`src/rtl/lcb_rx_collector.sv`:
```
// Collects one fixed-length LCB UART response per channel and drains complete
// packets round-robin as a single tagged byte stream with valid/ready flow control.
module lcb_rx_collector #(
   parameter int NCH  = 5,
   parameter int DW   = 8,
   parameter int PKT  = 16,
   parameter int TOUT = 2000,
   parameter int CW   = (NCH > 1) ? $clog2(NCH) : 1,
   parameter int IW   = $clog2(PKT)
) (
   input  logic              clk,
   input  logic              rst,
   input  logic [NCH-1:0]    i_valid,
   input  logic [NCH*DW-1:0] i_data,
   input  logic              i_flush,
   input  logic              i_ready,
   output logic              o_valid,
   output logic [DW-1:0]     o_data,
   output logic [CW-1:0]     o_chan,
   output logic [IW-1:0]     o_idx,
   output logic              o_last,
   output logic              o_busy,
   output logic [NCH-1:0]    o_full,
   output logic [NCH-1:0]    o_ovf,
   output logic [NCH-1:0]    o_tout
);

   localparam int            TW       = (TOUT > 0) ? $clog2(TOUT + 1) : 1;
   localparam logic [TW-1:0] TOUT_RL  = TW'(TOUT);
   localparam logic [IW-1:0] LAST_IDX = IW'(PKT - 1);
   localparam logic [CW-1:0] LAST_CH  = CW'(NCH - 1);

   typedef enum logic [1:0] {F_EMPTY, F_FILLING, F_FULL} fill_st_e;
   typedef enum logic       {D_IDLE, D_SEND} drain_st_e;

   fill_st_e         fst_q  [NCH];
   fill_st_e         fst_d  [NCH];
   fill_st_e         st_eff [NCH];
   logic [IW-1:0]    wr_q   [NCH];
   logic [IW-1:0]    wr_d   [NCH];
   logic [IW-1:0]    wr_eff [NCH];
   logic [IW-1:0]    wa     [NCH];
   logic [TW-1:0]    tcnt_q [NCH];
   logic [TW-1:0]    tcnt_d [NCH];
   logic [NCH-1:0]   ovf_q, ovf_d;
   logic [NCH-1:0]   tout_q, tout_d;
   logic [NCH-1:0]   we;
   logic [NCH-1:0]   full_vec;
   logic [DW-1:0]    pkt_mem [NCH][PKT];

   drain_st_e        dst_q, dst_d;
   logic [CW-1:0]    chan_q, chan_d;
   logic [IW-1:0]    idx_q, idx_d;
   logic [CW-1:0]    ptr_q, ptr_d;
   logic             drain_done;
   logic             gnt_found;
   logic [CW-1:0]    gnt_chan;
   logic [2*NCH-1:0] dbl;
   logic [NCH-1:0]   rot;
   logic [CW:0]      sum;

   // Handshake: a beat transfers on a cycle where o_valid && i_ready; o_valid and the
   // beat fields hold until then, and o_valid only falls after the last beat transfers.
   assign drain_done = (dst_q == D_SEND) && i_ready && (idx_q == LAST_IDX);

   always_comb begin
      full_vec = '0;
      ovf_d    = '0;
      tout_d   = '0;
      we       = '0;
      for (int c = 0; c < NCH; c++) begin
         full_vec[c] = (fst_q[c] == F_FULL);
         tcnt_d[c]   = tcnt_q[c];
         wa[c]       = '0;
         ovf_d[c]    = ovf_q[c] & ~i_flush;
         tout_d[c]   = tout_q[c] & ~i_flush;
         // A flush abandons a partial packet before this cycle's byte is considered.
         st_eff[c]   = fst_q[c];
         wr_eff[c]   = wr_q[c];
         if (i_flush && (fst_q[c] == F_FILLING)) begin
            st_eff[c] = F_EMPTY;
            wr_eff[c] = '0;
         end
         fst_d[c] = st_eff[c];
         wr_d[c]  = wr_eff[c];
         if (st_eff[c] == F_FULL) begin
            if (i_valid[c]) ovf_d[c] = 1'b1;
            if (drain_done && (chan_q == CW'(c))) begin
               fst_d[c] = F_EMPTY;
               wr_d[c]  = '0;
            end
         end else if (i_valid[c]) begin
            we[c]     = 1'b1;
            wa[c]     = wr_eff[c];
            tcnt_d[c] = TOUT_RL;
            if (wr_eff[c] == LAST_IDX) begin
               fst_d[c] = F_FULL;
               wr_d[c]  = '0;
            end else begin
               fst_d[c] = F_FILLING;
               wr_d[c]  = wr_eff[c] + IW'(1);
            end
         end else if ((st_eff[c] == F_FILLING) && (TOUT > 0)) begin
            if (tcnt_q[c] <= TW'(1)) begin
               fst_d[c]  = F_EMPTY;
               wr_d[c]   = '0;
               tout_d[c] = 1'b1;
            end else begin
               tcnt_d[c] = tcnt_q[c] - TW'(1);
            end
         end
      end
   end

   always_ff @(posedge clk or negedge rst) begin
      if (!rst) begin
         for (int c = 0; c < NCH; c++) begin
            fst_q[c]  <= F_EMPTY;
            wr_q[c]   <= '0;
            tcnt_q[c] <= '0;
         end
         ovf_q  <= '0;
         tout_q <= '0;
      end else begin
         for (int c = 0; c < NCH; c++) begin
            fst_q[c]  <= fst_d[c];
            wr_q[c]   <= wr_d[c];
            tcnt_q[c] <= tcnt_d[c];
         end
         ovf_q  <= ovf_d;
         tout_q <= tout_d;
      end
   end

   always_ff @(posedge clk) begin
      for (int c = 0; c < NCH; c++) begin
         if (we[c]) pkt_mem[c][wa[c]] <= i_data[c*DW +: DW];
      end
   end

   // Rotate the full map so bit 0 is the pointer; the lowest set bit is the grant.
   always_comb begin
      gnt_found = 1'b0;
      gnt_chan  = '0;
      sum       = '0;
      dbl       = {full_vec, full_vec} >> ptr_q;
      rot       = dbl[NCH-1:0];
      for (int i = NCH - 1; i >= 0; i--) begin
         if (rot[i]) begin
            sum = {1'b0, ptr_q} + (CW+1)'(i);
            if (sum >= (CW+1)'(NCH)) sum = sum - (CW+1)'(NCH);
            gnt_found = 1'b1;
            gnt_chan  = sum[CW-1:0];
         end
      end
   end

   always_comb begin
      dst_d  = dst_q;
      chan_d = chan_q;
      idx_d  = idx_q;
      ptr_d  = ptr_q;
      case (dst_q)
         D_IDLE: begin
            if (gnt_found) begin
               dst_d  = D_SEND;
               chan_d = gnt_chan;
               idx_d  = '0;
            end
         end
         D_SEND: begin
            if (i_ready) begin
               if (idx_q == LAST_IDX) begin
                  dst_d = D_IDLE;
                  idx_d = '0;
                  ptr_d = (chan_q == LAST_CH) ? '0 : chan_q + CW'(1);
               end else begin
                  idx_d = idx_q + IW'(1);
               end
            end
         end
         default: dst_d = D_IDLE;
      endcase
   end

   always_ff @(posedge clk or negedge rst) begin
      if (!rst) begin
         dst_q  <= D_IDLE;
         chan_q <= '0;
         idx_q  <= '0;
         ptr_q  <= '0;
      end else begin
         dst_q  <= dst_d;
         chan_q <= chan_d;
         idx_q  <= idx_d;
         ptr_q  <= ptr_d;
      end
   end

   assign o_valid = (dst_q == D_SEND);
   assign o_busy  = o_valid;
   assign o_chan  = chan_q;
   assign o_idx   = idx_q;
   assign o_last  = o_valid && (idx_q == LAST_IDX);
   assign o_data  = o_valid ? pkt_mem[chan_q][idx_q] : '0;
   assign o_full  = full_vec;
   assign o_ovf   = ovf_q;
   assign o_tout  = tout_q;

endmodule

```
`config.mk`:
```
export PLATFORM = sky130hd
export DESIGN_NAME = lcb_rx_collector
export DESIGN_NICKNAME = d
export VERILOG_FILES = /design/src/rtl/lcb_rx_collector.sv
export SDC_FILE = /design/constraint.sdc
export NUM_CORES = 1
export LEC_CHECK = 0
export CAP_MARGIN = 20
export CORE_UTILIZATION = 60
export CTS_CLUSTER_SIZE = 8
export DETAILED_ROUTE_END_ITERATION = 8
export GPL_TIMING_DRIVEN = 0
export PLACE_DENSITY = 0.77
export SLEW_MARGIN = 20
export SYNTH_ARGS = -nofsm -noshare
export SYNTH_HDL_FRONTEND = slang
export SYNTH_SLANG_ARGS = --single-unit
```
`constraint.sdc`:
```
create_clock -name clk -period 2.95 [get_ports clk]
set_input_delay 0.4425 -clock clk [delete_from_list [all_inputs] [get_ports clk]]
set_output_delay 0.4425 -clock clk [all_outputs]
set_load 0.03 [all_outputs]
```
# After elaboration in Yosys (flattened, before gate mapping)
# Memory sizes are Yosys's and may differ from the RTL's.
# Cells that the tools add are included.
totals:
  register_bits: 106
  mem_bits_rw: 640
  n_memories: 1
mem_list:
  columns: ["name", "words", "width", "read_ports", "rd_clocked_by_memory_dff", "write_ports", "line", "rtl"]
  rows:
  - ["pkt_mem", 5, 128, 1, 0, 5, "49", "logic [DW-1:0] pkt_mem [NCH][PKT];"]
op_classes:
  addsub: 21
  magnitude_cmp: 21
  n_eq_ne: 37
  shift: 1
  n_mux: 183
  bitwise: 23
  n_reduce_logical: 32
op_table:
  columns: ["operator", "n"]
  rows:
  - ["128-bit 2-to-1 mux", 5]
  - ["4-bit 2-to-1 mux", 48]
  - ["11-bit 2-to-1 mux", 15]
  - ["8-bit demux with 4-bit select", 5]
  - ["2-bit 2-to-1 mux", 35]
  - ["8-bit 2-to-1 mux", 8]
  - ["11-bit by 1-bit less-or-equal comparator with 1-bit output (second input constant)", 5]
  - ["11-bit by 1-bit subtractor with 11-bit output (second input constant)", 5]
  - ["1-bit 2-to-1 mux", 53]
  - ["3-bit 2-to-1 mux", 11]
  - ["8-bit binary-select mux with 4-bit select", 1]
  - ["5-bit greater-or-equal comparator (second input constant)", 6]
  - ["4-bit NOT with 5-bit output", 6]
  - ["5-bit by 1-bit less-than comparator with 1-bit output (second input constant)", 5]
  - ["4-bit by 1-bit adder with 4-bit output (second input constant)", 6]
  - ["4-bit == test (second input constant)", 6]
  - ["2-bit by 1-bit == test with 1-bit output (second input constant)", 10]
  - ["2-bit == test (second input constant)", 10]
  - ["1-bit logical AND", 18]
  - ["3-bit AND reduction", 6]
  - ["4-bit by 3-bit greater-or-equal comparator with 1-bit output (second input constant)", 4]
  - ["3-bit subtractor (second input constant)", 5]
  - ["2-bit inequality test (second input constant)", 7]
  - ["1-bit AND", 10]
  - ["other kinds (15)", 28]

# Logic depth before layout (Yosys ltp)
logic_depth:
  ltp_word: 11
  ltp_mapped: 11
  mapped_depth_nobuf: 9

# Worst setup path before layout
# No wires, ideal clock.
synth_path:
  path_type: "register to output"
  start: "reg chan_q[1] (netlist: o_chan[1])"
  end: "out o_data[4]"
  arrival_time_ns: 2.851
  path_slack_ns: -0.343
  stages_incl_launch_ff: 9
  path_buffers: 3
  cell_sequence: "dfrtp_1 buf_2 buf_2 buf_1 mux4_2 mux2i_1 a21oi_1 nor2_1 nor4_1"
synth_via:
  elab_chain_cells: 5
synth_lines:
  columns: ["item", "line", "rtl"]
  rows:
  - ["from (decl)", "52", "logic [CW-1:0] chan_q, chan_d;"]
  - ["from (signal assigned)", "194", "chan_q <= chan_d;"]
  - ["memory read 5 x 128 bit", null, null]
  - ["8-bit binary-select mux with 4-bit select", "205", "assign o_data = o_valid ? pkt_mem[chan_q][idx_q] : '0;"]
  - ["8-bit 2-to-1 mux (implied by the code) (2 in series)", "205", null]
  - ["8-bit 2-to-1 mux", "205", null]
  - ["to (decl)", "18", "output logic [DW-1:0] o_data,"]
# No other way between the ends. The select of a mux whose other input is x is not followed.

# Final worst setup path
layout_path:
  start: "reg chan_q[0] (netlist: o_chan[0])"
  end: "out o_data[6]"
# Same word-level chain as after synthesis.

==> results.cfg <==
[critical_path]
path_class = register to output pin
cp-end-kind = output pin
cp-start-kind = register
path_cells = buf_6, clkbuf_16, buf_4, buf_12, mux4_2, mux4_2, a22oi_2, a21oi_1, buf_4
crit_family = multiplexers
cp_data_required_time_ns = 2.51
crit_fanout = 10
cp_num_buf_inv = 5
arrival_ns = 3.48
crit_slowest_cell = mux4_2
cpPeakStageDelay_ns = 0.61

[sta]
rsz0062_at_grt = yes
fin_crit_ns = 3.927
max_freq_ghz = 0.2546
slew_viol_final = 0
max_slew_margin = 0.07544
hold_viol_final = 0
finClkSkew_ns = 0.05368
max_slew.worst_pin.slew_ns = 1.383
setup_violations = 33
layout_setup_ws_ns = -0.9772
finalCritPeriodShare = 1.331

[finish]
drive_above_1_share = 0.2748
fin_util = 0.7337
finalNetCount = 2210
syn2layout_area_growth_pct = 19.70
multi_input_area_mm2 = 0.009925
seqCellArea_mm2 = 0.02188
n_fill_cell = 2905

[clock_network]
clk_pin_slew_ns = 0.05
insertion_delay_ns = 0.70
cts_made_buffers = 103
cts_buffer_depth = 3
clock_sinks = 746
cts_tree = built
clock-root-buffer = clkbuf_16
cts_htree_levels = 3

[synth]
synth_flop_cell = edfxtp_1
yosys-top-cells-count = 640 x edfxtp_1, 183 x mux4_2, 134 x nor2_1
netlist_area_mm2 = 0.03170
synthMostInstantiatedCell = edfxtp_1
synthCells = 1884
async_flop_share = 0.1421
synthDominantCellAreaShare = 0.6062
syn_nets = 1963
ys_top_cells_by_area = edfxtp_1 61%, mux4_2 13%, dfrtp_1 8.4%, nor2_1 1.6%, nand2_1 1.3%
yosys_register_bits = 746
yosysTopAreaCell = edfxtp_1
ys_types = 90
synth_edf_count = 640
ys.warnings.count = 0
synth_seq_area_share = 0.6899
postSynthAreaPerCell_um2 = 16.83

[pwr]
p_sw_frac = 0.3426
p_per_area_mw_per_mm2 = 923.9
p_leak_nw = 12.62
seqPwrFrac = 0.352
finalPower_mw = 35.06
switching_power_mw = 12.01
p_clk_frac = 0.311
pwr-share-comb = 0.337
intPower_mw = 23.05
vdd.ir_drop.worst_mv = 0.6083

[hold_path]
hold_class = input pin to async pin

[die]
ios = 82
initial_utilization = 0.6130
fp.dieW_um = 231.9
dieArea_mm2 = 0.05376
rows = 83
die_y_um = 231.9
core_mm2 = 0.05172

[grt]
grt_first_pass_wirelength_um = 146200
grt_max_degree = 72
grtUsageTotal = 0.3960
antenna_found_initial = 5
first_global_vias = 20760
grt-ovfl-total = 0

[placed_design]
dp_hpwl_um = 61070
numPortBuffers = 80
place_congestion = 1.000

[route]
route.antenna.remaining_nets = 0
num_vias = 21390
drt-wirelength-per-cell_um = 37.98
dr.pass1.iters = 7
drt_iter0_drc = 4054
vias_per_cell = 7.503
drc = 0
wirelength_um = 108300

[run_status]
violations = setup timing
status = complete, but fails checks

[job]
maxCapViolations = 0
## power by group through the flow
stage / Sequential (mW) / Combinational (mW) / Clock (mW)
after CTS: 12.3 / 10.7 / 10.7
after floorplan: 12.5 / 5.94 / 0
after global placement: 12.5 / 9.23 / 0
final: 12.3 / 11.8 / 10.9
after global routing: 12.4 / 12.0 / 11.2
after detailed placement: 12.5 / 9.45 / 0
## cell type report
cell class,count,area share
antenna,6,0.0003957
buffer,85,0.02084
clock buffer,132,0.07135
clock inverter,7,0.003429
inverter,56,0.005671
multi-input combinational,995,0.2615
sequential,746,0.5765
tap,680,0.02242
timing repair buffer,144,0.03785
## worst reg2reg max path: cells and delay by family, from the launching register on
family,cells,cell delay [ns]
simple gates,4,1.68
buf+inv,3,0.55
flops,1,0.46
## registers in the layout, summed over array words and instances (netlist names)
name	flops
pkt_mem	640
tcnt_q	55
wr_q	20
fst_q	10
o_ovf	5
o_tout	5
o_idx	4
o_chan	3
ptr_q	3
o_busy	1
## metrics by stage
stage	hold WS, ns	setup TNS [ns]	instance area, um2	instances	worst slack (ns)
floorplan	0.1469	-0.01112	31730	1884	-0.01112
global placement	0.4841	-774.63	33380	2644	-3.106
detailed placement	0.3706	-363.50	33700	2663	-1.795
CTS	0.2524	-7.166	37480	2821	-0.8643
global route	0.2803	-8.498	37930	2845	-0.9698
finish	0.2579	-9.290	37950	2851	-0.9772
## cell families (layout without fill, tap and decap cells)
family / after synthesis / count (layout) / share of synthesized area
xor+xnor: 46 / 46 / 0.01295
mux: 216 / 216 / 0.1405
buf+inv: 143 / 424 / 0.02119
flops: 746 / 746 / 0.6899
compound gates: 235 / 235 / 0.05005
simple gates: 468 / 468 / 0.07333
other cells: 0 / 6 / 0
fa+ha+maj: 30 / 30 / 0.01208
## repair_timing
| item | in CTS | in global routing |
|---|---|---|
| resized for setup | 259 | 50 |
| pin swaps | 13 | 13 |
| cloned | 2 | 3 |
| setup endpoints to repair | 292 | 288 |
| hold endpoints to repair | 35 | 0 |
| hold buffers | 1 | 0 |
| buffers inserted | 16 | 23 |
## cells in the final DEF (no fill, tap or decap), types with 44 or more instances in the layout
cell / Yosys / final
clkbuf_16: 0 / 107
nor2_1: 134 / 80
mux4_2: 183 / 183
clkbuf_1: 34 / 50
a21oi_1: 59 / 54
buf_4: 11 / 66
clkdlybuf4s50_1: 0 / 61
edfxtp_1: 640 / 640
inv_1: 50 / 49
o21ai_0: 59 / 54
nand2_1: 111 / 111
dfrtp_1: 106 / 102
nor2_2: 0 / 44
## per-layer routing
layer,global-route usage,part of all wire,vias up
met1,0.5076,0.32,10550
met4,0.2130,0.070,4
met5,0,0.0011,-
li1,-,-,7947
met2,0.5877,0.45,2299
met3,0.1519,0.16,593
## path summary, 6_finish.rpt
path | start | end | slack (ns) | depth (start not counted)
max in group asynchronous | rst | ptr_q[0] | 2.01 | 3
worst min register to register | o_tout[4] | o_tout[4] | 0.51 | 2
worst min-delay path | rst | tcnt_q[33] | 0.26 | 2
worst max register to register | fst_q[5] | pkt_mem[2][110] | -0.12 | 7
worst max-delay path | o_chan[0] | o_data[6] | -0.98 | 9
min in group clk | i_data[20] | pkt_mem[2][12] | 0.37 | 1
(Power assumes the default switching activity.)
